**src/rtl/grid_mem_sequencer.sv**
```systemverilog
// Owns the port of a single-bit grid memory: whole-grid engine (CLEAR/FILL/INVERT/COUNT),
// one cell per cycle, with single-cell host access while the engine is idle.
module grid_mem_sequencer #(
  parameter int unsigned WIDTH  = 16,
  parameter int unsigned HEIGHT = 16,
  parameter int unsigned ADDR_W = 4,
  parameter int unsigned ADDR_H = 4
) (
  input  logic                     i_clk,
  input  logic                     i_rst,
  input  logic                     i_start,
  input  logic [1:0]               i_op,
  output logic                     o_busy,
  output logic                     o_done,
  output logic [ADDR_W+ADDR_H:0]   o_count,
  input  logic                     i_host_req,
  input  logic                     i_host_wr,
  input  logic [ADDR_W-1:0]        i_host_x,
  input  logic [ADDR_H-1:0]        i_host_y,
  input  logic                     i_host_din,
  output logic                     o_host_gnt,
  output logic                     o_host_dout,
  output logic                     o_mem_wr,
  output logic                     o_mem_rd,
  output logic [ADDR_W-1:0]        o_mem_addr_x,
  output logic [ADDR_H-1:0]        o_mem_addr_y,
  output logic                     o_mem_din,
  input  logic                     i_mem_dout
);

  localparam int unsigned CntW = ADDR_W + ADDR_H + 1;
  localparam logic [ADDR_W-1:0] XLast = ADDR_W'(WIDTH - 1);
  localparam logic [ADDR_H-1:0] YLast = ADDR_H'(HEIGHT - 1);

  typedef enum logic [1:0] {StIdle, StRun, StDone} state_e;
  typedef enum logic [1:0] {
    OpClear  = 2'b00,
    OpFill   = 2'b01,
    OpCount  = 2'b10,
    OpInvert = 2'b11
  } op_e;

  state_e              r_state, w_state_next;
  op_e                 r_op;
  logic [ADDR_W-1:0]   r_x;
  logic [ADDR_H-1:0]   r_y;
  logic [CntW-1:0]     r_count;
  logic                w_last;

  assign w_last  = (r_x == XLast) && (r_y == YLast);
  assign o_count = r_count;

  always_ff @(posedge i_clk) begin
    if (i_rst) begin
      r_state <= StIdle;
      r_op    <= OpClear;
      r_x     <= '0;
      r_y     <= '0;
      r_count <= '0;
    end else begin
      r_state <= w_state_next;
      case (r_state)
        StIdle: begin
          if (i_start) begin
            r_op    <= op_e'(i_op);
            r_x     <= '0;
            r_y     <= '0;
            r_count <= '0;
          end
        end
        StRun: begin
          if (r_op == OpCount) r_count <= r_count + CntW'(i_mem_dout);
          // y is the fast axis; x steps when y wraps
          if (r_y == YLast) begin
            r_y <= '0;
            r_x <= (r_x == XLast) ? '0 : r_x + ADDR_W'(1);
          end else begin
            r_y <= r_y + ADDR_H'(1);
          end
        end
        default: ;
      endcase
    end
  end

  always_comb begin
    w_state_next = r_state;
    o_busy       = 1'b0;
    o_done       = 1'b0;
    o_host_gnt   = 1'b0;
    o_host_dout  = 1'b0;
    o_mem_wr     = 1'b0;
    o_mem_rd     = 1'b0;
    o_mem_addr_x = '0;
    o_mem_addr_y = '0;
    o_mem_din    = 1'b0;
    // Gating on reset keeps an aborted op from touching the cell it was about to write
    if (!i_rst) begin
      case (r_state)
        StIdle: begin
          if (i_start) w_state_next = StRun;
          if (i_host_req) begin
            o_host_gnt   = 1'b1;
            o_mem_wr     = i_host_wr;
            o_mem_rd     = !i_host_wr;
            o_mem_addr_x = i_host_x;
            o_mem_addr_y = i_host_y;
            o_mem_din    = i_host_din;
            o_host_dout  = i_host_wr ? 1'b0 : i_mem_dout;
          end
        end
        StRun: begin
          o_busy       = 1'b1;
          o_mem_addr_x = r_x;
          o_mem_addr_y = r_y;
          if (w_last) w_state_next = StDone;
          case (r_op)
            OpClear: begin
              o_mem_wr  = 1'b1;
              o_mem_din = 1'b0;
            end
            OpFill: begin
              o_mem_wr  = 1'b1;
              o_mem_din = 1'b1;
            end
            OpInvert: begin
              o_mem_rd  = 1'b1;
              o_mem_wr  = 1'b1;
              o_mem_din = ~i_mem_dout;
            end
            OpCount: o_mem_rd = 1'b1;
            default: ;
          endcase
        end
        StDone: begin
          o_busy       = 1'b1;
          o_done       = 1'b1;
          w_state_next = StIdle;
        end
        default: w_state_next = StIdle;
      endcase
    end
  end

endmodule

```
**config.mk**
```make
export PLATFORM = sky130hd
export DESIGN_NAME = grid_mem_sequencer
export DESIGN_NICKNAME = d
export VERILOG_FILES = /design/src/rtl/grid_mem_sequencer.sv
export SDC_FILE = /design/constraint.sdc
export NUM_CORES = 1
export LEC_CHECK = 0
export CAP_MARGIN = 30
export CORE_MARGIN = 3
export CORE_UTILIZATION = 40
export DETAILED_ROUTE_END_ITERATION = 10
export GPL_ROUTABILITY_DRIVEN = 0
export PLACE_DENSITY = 0.76
export RECOVER_POWER = 100
export SLEW_MARGIN = 5
export SYNTH_ARGS = -nofsm -noshare
export SYNTH_HDL_FRONTEND = slang
export SYNTH_SLANG_ARGS = --single-unit
```
**constraint.sdc**
```tcl
create_clock -name i_clk -period 2.5 [get_ports i_clk]
set_input_delay 0.25 -clock i_clk [delete_from_list [all_inputs] [get_ports i_clk]]
set_output_delay 0.25 -clock i_clk [all_outputs]
set_load 0.01 [all_outputs]
```
==> results of run 1 <==
[routing by layer]
layer / routed length (um) / part of all wire, % / vias to the layer above
li1: - / - / 688
met1: 1560 / 46 / 628
met2: 1570 / 47 / 40
met3: 156 / 4.7 / 7
met4: 70 / 2.1 / 0
met5: 0 / 0 / -
[worst paths after layout]
path	start	slack, ns	cells past startpoint	end
hold / removal	o_count[0]	0.49	2	o_count[0]
setup / recovery	r_state[0]	0.13	6	o_mem_addr_x[0]
setup reg to reg	r_state[0]	0.28	8	o_count[6]
hold reg to reg	o_count[0]	0.49	2	o_count[0]
[logic make-up after synthesis]
logic type                 count (synthesis)
AOI/OAI and AO/OA                         46
and+or+nand+nor                           67
adders and majority gates                  8
xor gates and xnor gates                   5
muxes                                      3
buffers and inverters                     18
DFF                                       21
[cell usage in the layout, fill, tap and decap left out, drive strengths merged, types with 3 or more instances in the layout]
| cell type | netlist | routed |
|---|---|---|
| nor2b | 5 | 5 |
| o21ai | 4 | 4 |
| dfxtp | 21 | 21 |
| or3 | 4 | 4 |
| xnor2 | 4 | 4 |
| a21oi | 16 | 16 |
| a22oi | 9 | 9 |
| dlygate4sd3 | 0 | 15 |
| a211oi | 3 | 3 |
| nor2 | 20 | 20 |
| buf | 6 | 8 |
| nand3 | 10 | 10 |
| clkbuf | 4 | 4 |
| nand2b | 3 | 3 |
| inv | 8 | 8 |
| clkdlybuf4s50 | 0 | 25 |
| nand2 | 15 | 15 |
| ha | 8 | 8 |
[sequential cells by signal (all words and copies together) (netlist names)]
register  cells
r_op          2
r_state       2
r_y           4
o_count       9
r_x           4
[critical path, delay by kind of cell (launching register included)]
kind,cells,cell delay [ns]
AO/OA/AOI/OAI,1,0.18
flip-flops,1,0.40
adder cells (fa/ha/maj),1,0.23
buffers and inverters,2,0.68
AND/OR/NAND/NOR,2,0.31
[cell type report]
cell class / count / area, sq um
flip-flops and latches: 21 / 420
clock inverters: 1 / 7.51
clock buffers: 3 / 22.5
fillers: 294 / 1310
repair buffers: 49 / 464
multi-input cells: 129 / 816
inverters: 8 / 30.0
well taps: 44 / 55.1
[power breakdown]
part	switching, uW	leakage (uW)	internal, uW
registers	16.2	0.000170	351
logic	213	0.000515	169
clock network	113	0.0000139	61.1
total	343	0.000698	581
[what timing repair did]
action,4_1_cts,5_1_grt
setup endpoints to repair,0,3
setup buffers,0,0
gates resized for setup,0,1
[metrics by stage]
stage | worst slack [ns] | area, sq um | utilization (%) | hold slack, ns
after floorplan | 0.678 | 1340 | - | 0.397
after global placement | 0.395 | 1800 | 57.7 | 0.459
after detailed placement | 0.365 | 1800 | 57.7 | 0.475
after CTS | 0.128 | 1830 | 58.6 | 0.485
after global routing | 0.0485 | 1820 | 58.0 | 0.513
final | 0.127 | 1820 | 58.0 | 0.489
==> impl_metrics.env, run 1 <==
export IMPL_ios=41
export IMPL_drtIter0Drc=63
export IMPL_synth_compound_area_share_pct=24.4
export IMPL_grt_usage_pct=17.0
export IMPL_synth_top_family_by_area="simple AND/OR/NAND/NOR gates"
export IMPL_total_power_uw=924
export IMPL_cts_root_buf="clkbuf_4"
export IMPL_grt_busiest_layer="met2"
export IMPL_synthMostInstantiatedCell="dfxtp_1"
export IMPL_use_met1_pct=21.0
export IMPL_period_needed_ns=2.37
export IMPL_p_leak_uw=0.000698
export IMPL_cp_end_kind="primary output"
export IMPL_critPathLaunchType="flip-flop"
export IMPL_routedWlPerCell_um=13.2
export IMPL_syn2layout_area_growth_pct=35.6
export IMPL_synth_top_cell_by_area="dfxtp_1"
export IMPL_cp_max_fo=10
export IMPL_overflow=0
export IMPL_fin_skew_ns=0.000912
export IMPL_syn_nets=193
export IMPL_yosysSeqAreaShare_pct=31.4
export IMPL_synth_xor_area_share_pct=3.27
export IMPL_drive_above_1_share_pct=8.06
export IMPL_synth_top_area_share_pct=31.4
export IMPL_clock_sinks=21
export IMPL_clk_pin_slew_worst_paths_ns=0.12
export IMPL_cp_cell_sequence="inv_1 > ha_1 > and2_2 > a22oi_1 > nor2_1 > dlygate4sd3_1"
export IMPL_cp_slowest_cell="dlygate4sd3_1"
export IMPL_grt_start_max_net_pins=22
export IMPL_synth_edf_count=0
export IMPL_synthSimpleGateAreaFrac_pct=24.6
export IMPL_worstMarginPinSlew_ns=0.526
export IMPL_power_density_mw_per_mm2=509
export IMPL_muxShareOfSynthArea_pct=2.34
export IMPL_arrival_ns=2.12
export IMPL_synthCells=168
export IMPL_yosysWarnings=0
export IMPL_clock_path_buffers=2
export IMPL_num_rows=20
export IMPL_ant_nets=0
export IMPL_rsz0062_at_grt="false"
export IMPL_cp_data_required_time_ns=2.25
export IMPL_vias=1363
export IMPL_cpPeakStageDelay_ns=0.60
export IMPL_cap_violations=0
export IMPL_die_h_um=63.9
export IMPL_period_share_pct=94.9
export IMPL_synthFlopType="dfxtp_1"
export IMPL_grt_pass1_vias=1338
export IMPL_min_path_type="reg2reg"
export IMPL_die_x_um=63.9
export IMPL_cts_buffers=3
export IMPL_drt_wl_total_um=3350
export IMPL_drc=0
export IMPL_diodes=0
export IMPL_die_area_sq_mm=0.00408
export IMPL_grt_pass1_wl_um=5730
export IMPL_layoutNonFillerInstCount=255
export IMPL_fmax_ghz=0.421
export IMPL_start_util_pct=42.8
export IMPL_synth_fa_ha_area_share_pct=7.48
export IMPL_async_flop_share_pct=0
export IMPL_yosys_register_bits=21
export IMPL_synthesis_area_sq_mm=0.00134
export IMPL_worstSkewPairLatency_ns=0.31
export IMPL_nets=237
export IMPL_cts_tree="yes"
export IMPL_first_pass_iters=4
export IMPL_yosys_top_cells_area="dfxtp_1 31%, ha_1 7.5%, a21oi_1 5.6%"
export IMPL_coreArea_sq_mm=0.00313
export IMPL_dp_cells=251
export IMPL_finalSetupViolCount=0
export IMPL_slew_violations=0
export IMPL_synth_avg_cell_area_sq_um=7.97
export IMPL_viasPerCell=5.35
export IMPL_use_met2_pct=28.6
export IMPL_htreeDepth=1
export IMPL_io_buffers=40
export IMPL_outcome="completed"
export IMPL_synth_commonest_cells="21 x dfxtp_1, 20 x nor2_1, 15 x a21oi_1, 15 x nand2_1, 10 x nand3_1"
export IMPL_ctsHoldBuffers=0
export IMPL_crit_type="reg2out"
export IMPL_fin_setup_tns_ns=0
export IMPL_place_hpwl_um=2610
export IMPL_antenna_found_initial=0
export IMPL_peakVddDrop_mv=0.192
export IMPL_relSlewSlack_pct=64.0
export IMPL_grtUsageMet3_pct=2.46
export IMPL_netlist_cell_type_count=41
export IMPL_hold_viol_final=0
No activity file was read; power rests on OpenSTA's default activity.
==> run 2, diff against run 1 <==
--- a/config.mk
+++ b/config.mk
@@ -11,6 +11,8 @@
 export DETAILED_ROUTE_END_ITERATION = 10
 export GPL_ROUTABILITY_DRIVEN = 0
+export GPL_TIMING_DRIVEN = 0
 export PLACE_DENSITY = 0.76
 export RECOVER_POWER = 100
+export SETUP_SLACK_MARGIN = 0.5
 export SLEW_MARGIN = 5
 export SYNTH_ARGS = -nofsm -noshare
==> constraint.sdc (replaced) <==
create_clock -name i_clk -period 2.5 [get_ports i_clk]
set_input_delay 0.5 -clock i_clk [delete_from_list [all_inputs] [get_ports i_clk]]
set_output_delay 0.5 -clock i_clk [all_outputs]
set_load 0.01 [all_outputs]
==> impl_metrics.env, run 2 (synthesized netlist as in run 1, its figures left out) <==
export IMPL_cap_violations=0
export IMPL_coreArea_sq_mm=0.00313
export IMPL_ant_nets=0
export IMPL_grt_pass1_wl_um=7310
export IMPL_slew_violations=0
export IMPL_die_area_sq_mm=0.00408
export IMPL_clock_sinks=21
export IMPL_layoutNonFillerInstCount=277
export IMPL_peakVddDrop_mv=0.281
export IMPL_arrival_ns=1.80
export IMPL_grt_pass1_vias=1536
export IMPL_min_path_type="reg2reg"
export IMPL_ff2ff_path_depth=10
export IMPL_dp_worst_setup_slack_ns=-0.467
export IMPL_place_hpwl_um=2750
export IMPL_worstMarginPinSlew_ns=0.480
export IMPL_cts_root_buf="clkbuf_4"
export IMPL_worstSkewPairLatency_ns=0.31
export IMPL_drive_above_1_share_pct=27.9
export IMPL_die_h_um=63.9
export IMPL_nets=259
export IMPL_drc=0
export IMPL_fmax_ghz=0.435
export IMPL_htreeDepth=1
export IMPL_ctsHoldBuffers=0
export IMPL_cp_max_fo=5
export IMPL_mostFrequentLayoutCells="20 x dfxtp_1, 19 x nor2_1, 15 x nand2_1, 15 x a21oi_1, 13 x clkdlybuf4s50_1"
export IMPL_drtIter0Drc=80
export IMPL_hold_path_depth=2
export IMPL_num_rows=20
export IMPL_layout_commonest_cell="dfxtp_1"
export IMPL_diodes=0
export IMPL_fin_hold_ws_ns=0.487
export IMPL_overflow=0
export IMPL_critPathLaunch="r_state[0]"
export IMPL_io_buffers=39
export IMPL_hold_end="o_count[0]"
export IMPL_syn2layout_area_growth_pct=57.0
export IMPL_r2r_slack_ns=0.25
export IMPL_crit_type="reg2out"
export IMPL_p_leak_uw=0.000839
export IMPL_rr_endpoint="r_x[0]"
export IMPL_r2r_start="r_state[0]"
export IMPL_post_route_util_pct=67.2
export IMPL_relSlewSlack_pct=67.2
export IMPL_hold_start="o_count[0]"
export IMPL_grt_start_max_net_pins=13
export IMPL_die_x_um=63.9
export IMPL_rsz0062_at_grt="true"
export IMPL_period_needed_ns=2.30
export IMPL_clk_pin_slew_worst_paths_ns=0.13
export IMPL_ios=41
export IMPL_cp_end_kind="primary output"
export IMPL_finalSetupViolCount=0
export IMPL_hold_viol_final=0
export IMPL_power_density_mw_per_mm2=579
export IMPL_layout_setup_ws_ns=0.199
export IMPL_grt_usage_pct=22.4
export IMPL_dp_cells=251
export IMPL_routedWlPerCell_um=17.4
export IMPL_outcome="completed"
export IMPL_fin_skew_ns=0.00960
export IMPL_cts_tree="yes"
export IMPL_cts_buffers=3
export IMPL_drt_wl_total_um=4820
export IMPL_period_share_pct=92.0
export IMPL_first_pass_iters=4
export IMPL_critPathLaunchType="flip-flop"
export IMPL_viasPerCell=5.72
export IMPL_largest_register_ffs=9
export IMPL_start_util_pct=42.8
export IMPL_antenna_found_initial=0
export IMPL_cp_data_required_time_ns=2.00
export IMPL_vias=1585
export IMPL_clock_path_buffers=2
## run 2: cell count changes in the layout (fill, tap and decap cells not counted), moves of 4 or more
cell	before	now
a22oi_1	9	0
a22oi_2	0	9
buf_2	0	5
buf_4	8	12
buf_8	0	5
clkbuf_1	1	10
clkbuf_4	3	8
clkbuf_8	0	4
clkdlybuf4s50_1	25	13
dlygate4sd3_1	15	9
## run 2: layer usage
metal	share of wire, %	vias up	GRT usage [%]
li1	-	737	-
met1	39	752	26.6
met2	51	80	40.1
met3	6.5	16	3.34
met4	3.7	0	8.63
met5	0	-	0
## run 2: worst max-delay path, stage by stage, from the launching register on
cell      delay, ns
dfxtp_1        0.48
ha_4           0.19
buf_8          0.10
buf_8          0.12
buf_8          0.13
a22oi_2        0.07
nor2_1         0.16
clkbuf_1       0.25
## run 2: worst max path at each step
| stage | end | cells after the start |
|---|---|---|
| after floorplan | o_mem_addr_x[0] | 7 |
| after global routing | o_mem_rd | 9 |
| after global placement | o_mem_addr_y[1] | 5 |
| final | o_mem_addr_y[2] | 7 |
| after detailed placement | o_mem_addr_y[2] | 5 |
| after CTS | o_mem_din | 8 |
## run 2: repair_timing
action	in CTS	in global routing
setup buffers	13	7
pin swaps	16	15
endpoints found under the setup margin	17	20
resized for setup	100	15
cloned	2	0
## run 2: report_power, final
part	internal, uW	switching (uW)	total (uW)
combinational	341	331	672
clock	59.6	112	172
sequential	352	22.4	374
total	752	466	1220
## run 2: area by class of cell
class | count | area [sq um]
plain buffers | 10 | 129
clock buffers | 3 | 22.5
clock inverters | 1 | 5.00
fillers | 245 | 1030
inverters | 8 | 35.0
multi-input cells | 129 | 922
flip-flops and latches | 21 | 422
well taps | 44 | 55.1
repair buffers | 61 | 512
## run 2: stage by stage
stage / TNS [ns] / instance area (sq um) / power (uW)
floorplan: 0 / 1340 / 632
global placement: -5.52 / 1780 / 764
global route: 0 / 2100 / 1270
detailed placement: -5.55 / 1780 / 773
finish: 0 / 2100 / 1220
CTS: 0 / 2050 / 1120
==> run 3, diff against run 2 <==
Settings changed: SETUP_SLACK_MARGIN 0.5 to 0.4.
==> impl_metrics.env, run 3 (synthesized netlist as in run 1, its figures left out) <==
export IMPL_outcome="completed"
export IMPL_worstSkewPairLatency_ns=0.31
export IMPL_hold_end="o_count[0]"
export IMPL_ctsHoldBuffers=0
export IMPL_die_x_um=63.9
export IMPL_rsz0062_at_grt="true"
export IMPL_grt_start_max_net_pins=13
export IMPL_seq_power_share_pct=33.0
export IMPL_num_rows=20
export IMPL_power_switching_uw=440
export IMPL_crit_buf_inv=4
export IMPL_r2r_slack_ns=0.24
export IMPL_ios=41
export IMPL_grt_usage_pct=22.0
export IMPL_fmax_ghz=0.434
export IMPL_critPathLaunchType="input pin"
export IMPL_cpLargestDelayFamily="buffers and inverters"
export IMPL_first_pass_iters=4
export IMPL_htreeDepth=1
export IMPL_nFillCells=266
export IMPL_ant_nets=0
export IMPL_hold_path_depth=2
export IMPL_crit_type="in2out"
export IMPL_cpMostUsedCell="dlygate4sd2_1"
export IMPL_fin_setup_tns_ns=0
export IMPL_nets=253
export IMPL_die_h_um=63.9
export IMPL_viasPerCell=5.66
export IMPL_period_needed_ns=2.30
export IMPL_overflow=0
export IMPL_finalSetupViolCount=0
export IMPL_antenna_found_initial=0
export IMPL_vias=1533
export IMPL_rr_endpoint="o_count[4]"
export IMPL_arrival_ns=1.80
export IMPL_drtIter0Drc=99
export IMPL_min_path_type="reg2reg"
export IMPL_drt_wl_total_um=4490
export IMPL_drive_above_1_share_pct=22.0
export IMPL_clk_pin_slew_worst_paths_ns=0.14
export IMPL_mostFrequentLayoutCells="20 x nor2_1, 20 x dfxtp_1, 15 x clkbuf_1, 15 x nand2_1, 14 x a21oi_1"
export IMPL_slew_violations=0
export IMPL_largest_register_ffs=9
export IMPL_power_density_mw_per_mm2=565
export IMPL_cp_cell_sequence="dlygate4sd2_1 > clkbuf_1 > clkbuf_2 > nor2_1 > dlygate4sd2_1"
export IMPL_internal_power_uw=688
export IMPL_start_util_pct=42.8
export IMPL_grt_pass1_vias=1524
export IMPL_hold_start="o_count[0]"
export IMPL_cp_slowest_cell="clkbuf_1"
export IMPL_die_area_sq_mm=0.00408
export IMPL_ff2ff_path_depth=9
export IMPL_combPwrFrac_pct=51.5
export IMPL_drc=0
export IMPL_design_area_sq_mm=0.00200
export IMPL_clock_sinks=21
export IMPL_grt_pass1_wl_um=7270
export IMPL_cpPeakStageDelay_ns=0.33
export IMPL_pwr_share_clk_pct=15.4
export IMPL_cts_buffers=3
export IMPL_fin_skew_ns=0.0114
export IMPL_worstMarginPinSlew_ns=0.716
export IMPL_period_share_pct=92.2
export IMPL_cts_root_buf="clkbuf_4"
export IMPL_place_area_sq_mm=0.00178
export IMPL_routedWlPerCell_um=16.6
export IMPL_r2r_start="r_state[0]"
export IMPL_syn2layout_area_growth_pct=49.3
export IMPL_cts_tree="yes"
export IMPL_cp_max_fo=10
export IMPL_hold_viol_final=0
export IMPL_diodes=0
export IMPL_io_buffers=39
export IMPL_place_hpwl_um=2750
export IMPL_switching_share_pct=39.0
export IMPL_relSlewSlack_pct=52.2
export IMPL_total_power_uw=1130
export IMPL_cp_end_kind="primary output"
export IMPL_peakVddDrop_mv=0.217
export IMPL_p_leak_uw=0.000779
export IMPL_cp_data_required_time_ns=2.00
export IMPL_coreArea_sq_mm=0.00313
export IMPL_clock_path_buffers=2
export IMPL_cap_violations=0
run 3: cell types whose count changed in the layout (fill, tap and decap cells not counted), moves of 2 or more:
cell	before	now
clkbuf_1	10	15
buf_4	12	10
clkbuf_4	8	4
clkbuf_8	4	1
buf_2	5	2
run 3: worst max-delay path by stage:
stage	startpoint	cells after the start	to	slack [ns]
after global routing	r_state[0]	9	o_count[4]	0.16
after CTS	r_state[0]	8	o_mem_addr_x[0]	0.29
after floorplan	r_state[1]	7	o_mem_addr_x[0]	0.52
final	i_rst	5	o_host_gnt	0.20
after detailed placement	i_rst	5	o_mem_addr_y[2]	-0.47
after global placement	i_rst	5	o_mem_addr_y[1]	-0.46
run 3: final cells by class:
| type | instances | area [sq um] | area share, % |
|---|---|---|---|
| sequential | 21 | 422 | 21.1 |
| tap | 44 | 55.1 | 2.76 |
| inverter | 8 | 35.0 | 1.75 |
| clock inverter | 1 | 5.00 | 0.250 |
| buffer | 10 | 91.3 | 4.57 |
| multi-input combinational | 129 | 902 | 45.1 |
| clock buffer | 3 | 22.5 | 1.13 |
| timing repair buffer | 55 | 465 | 23.3 |
run 3: stage by stage:
step	utilization (%)	std cells	hold WS (ns)	setup slack, ns
4_1_cts	64.9	269	0.493	0.291
3_5_place_dp	57.0	251	0.474	-0.467
5_1_grt	63.9	271	0.499	0.155
6_report	63.9	271	0.484	0.196
2_1_floorplan	-	168	0.444	0.515
3_3_place_gp	57.0	251	0.460	-0.463
run 3: what timing repair did:
| action | CTS | global route |
|---|---|---|
| gates resized for setup | 91 | 13 |
| pin swaps | 8 | 11 |
| setup endpoints to repair | 15 | 14 |
| endpoints found under the hold margin | 0 | 0 |
| buffers inserted | 12 | 2 |
| cloned | 2 | 0 |
run 3: worst reg2reg max path, delay by kind of cell, from the launching register on:
family,cells,cell delay [ns]
buf+inv,4,0.63
compound gates,1,0.56
simple gates,1,0.05
xor+xnor,1,0.17
fa+ha+maj,1,0.16
mux,1,0.14
flops,1,0.44
run 3: power groups by stage:
stage,Sequential (uW),Clock (uW),Combinational [uW]
after floorplan,371,0,261
after global placement,373,0,390
after detailed placement,376,0,398
after CTS,375,173,559
after global routing,374,186,623
final,373,174,581
run 3: routing by layer:
metal  routed length, um  share of wire, %  track usage [%]  vias to the layer above
met2                2220                50             39.0                       84
li1                    -                 -                -                      721
met1                1820                40             26.9                      715
met4                 127               2.8             8.63                        0
met3                 320               7.1             2.64                       13
met5                   0                 0                0                        -
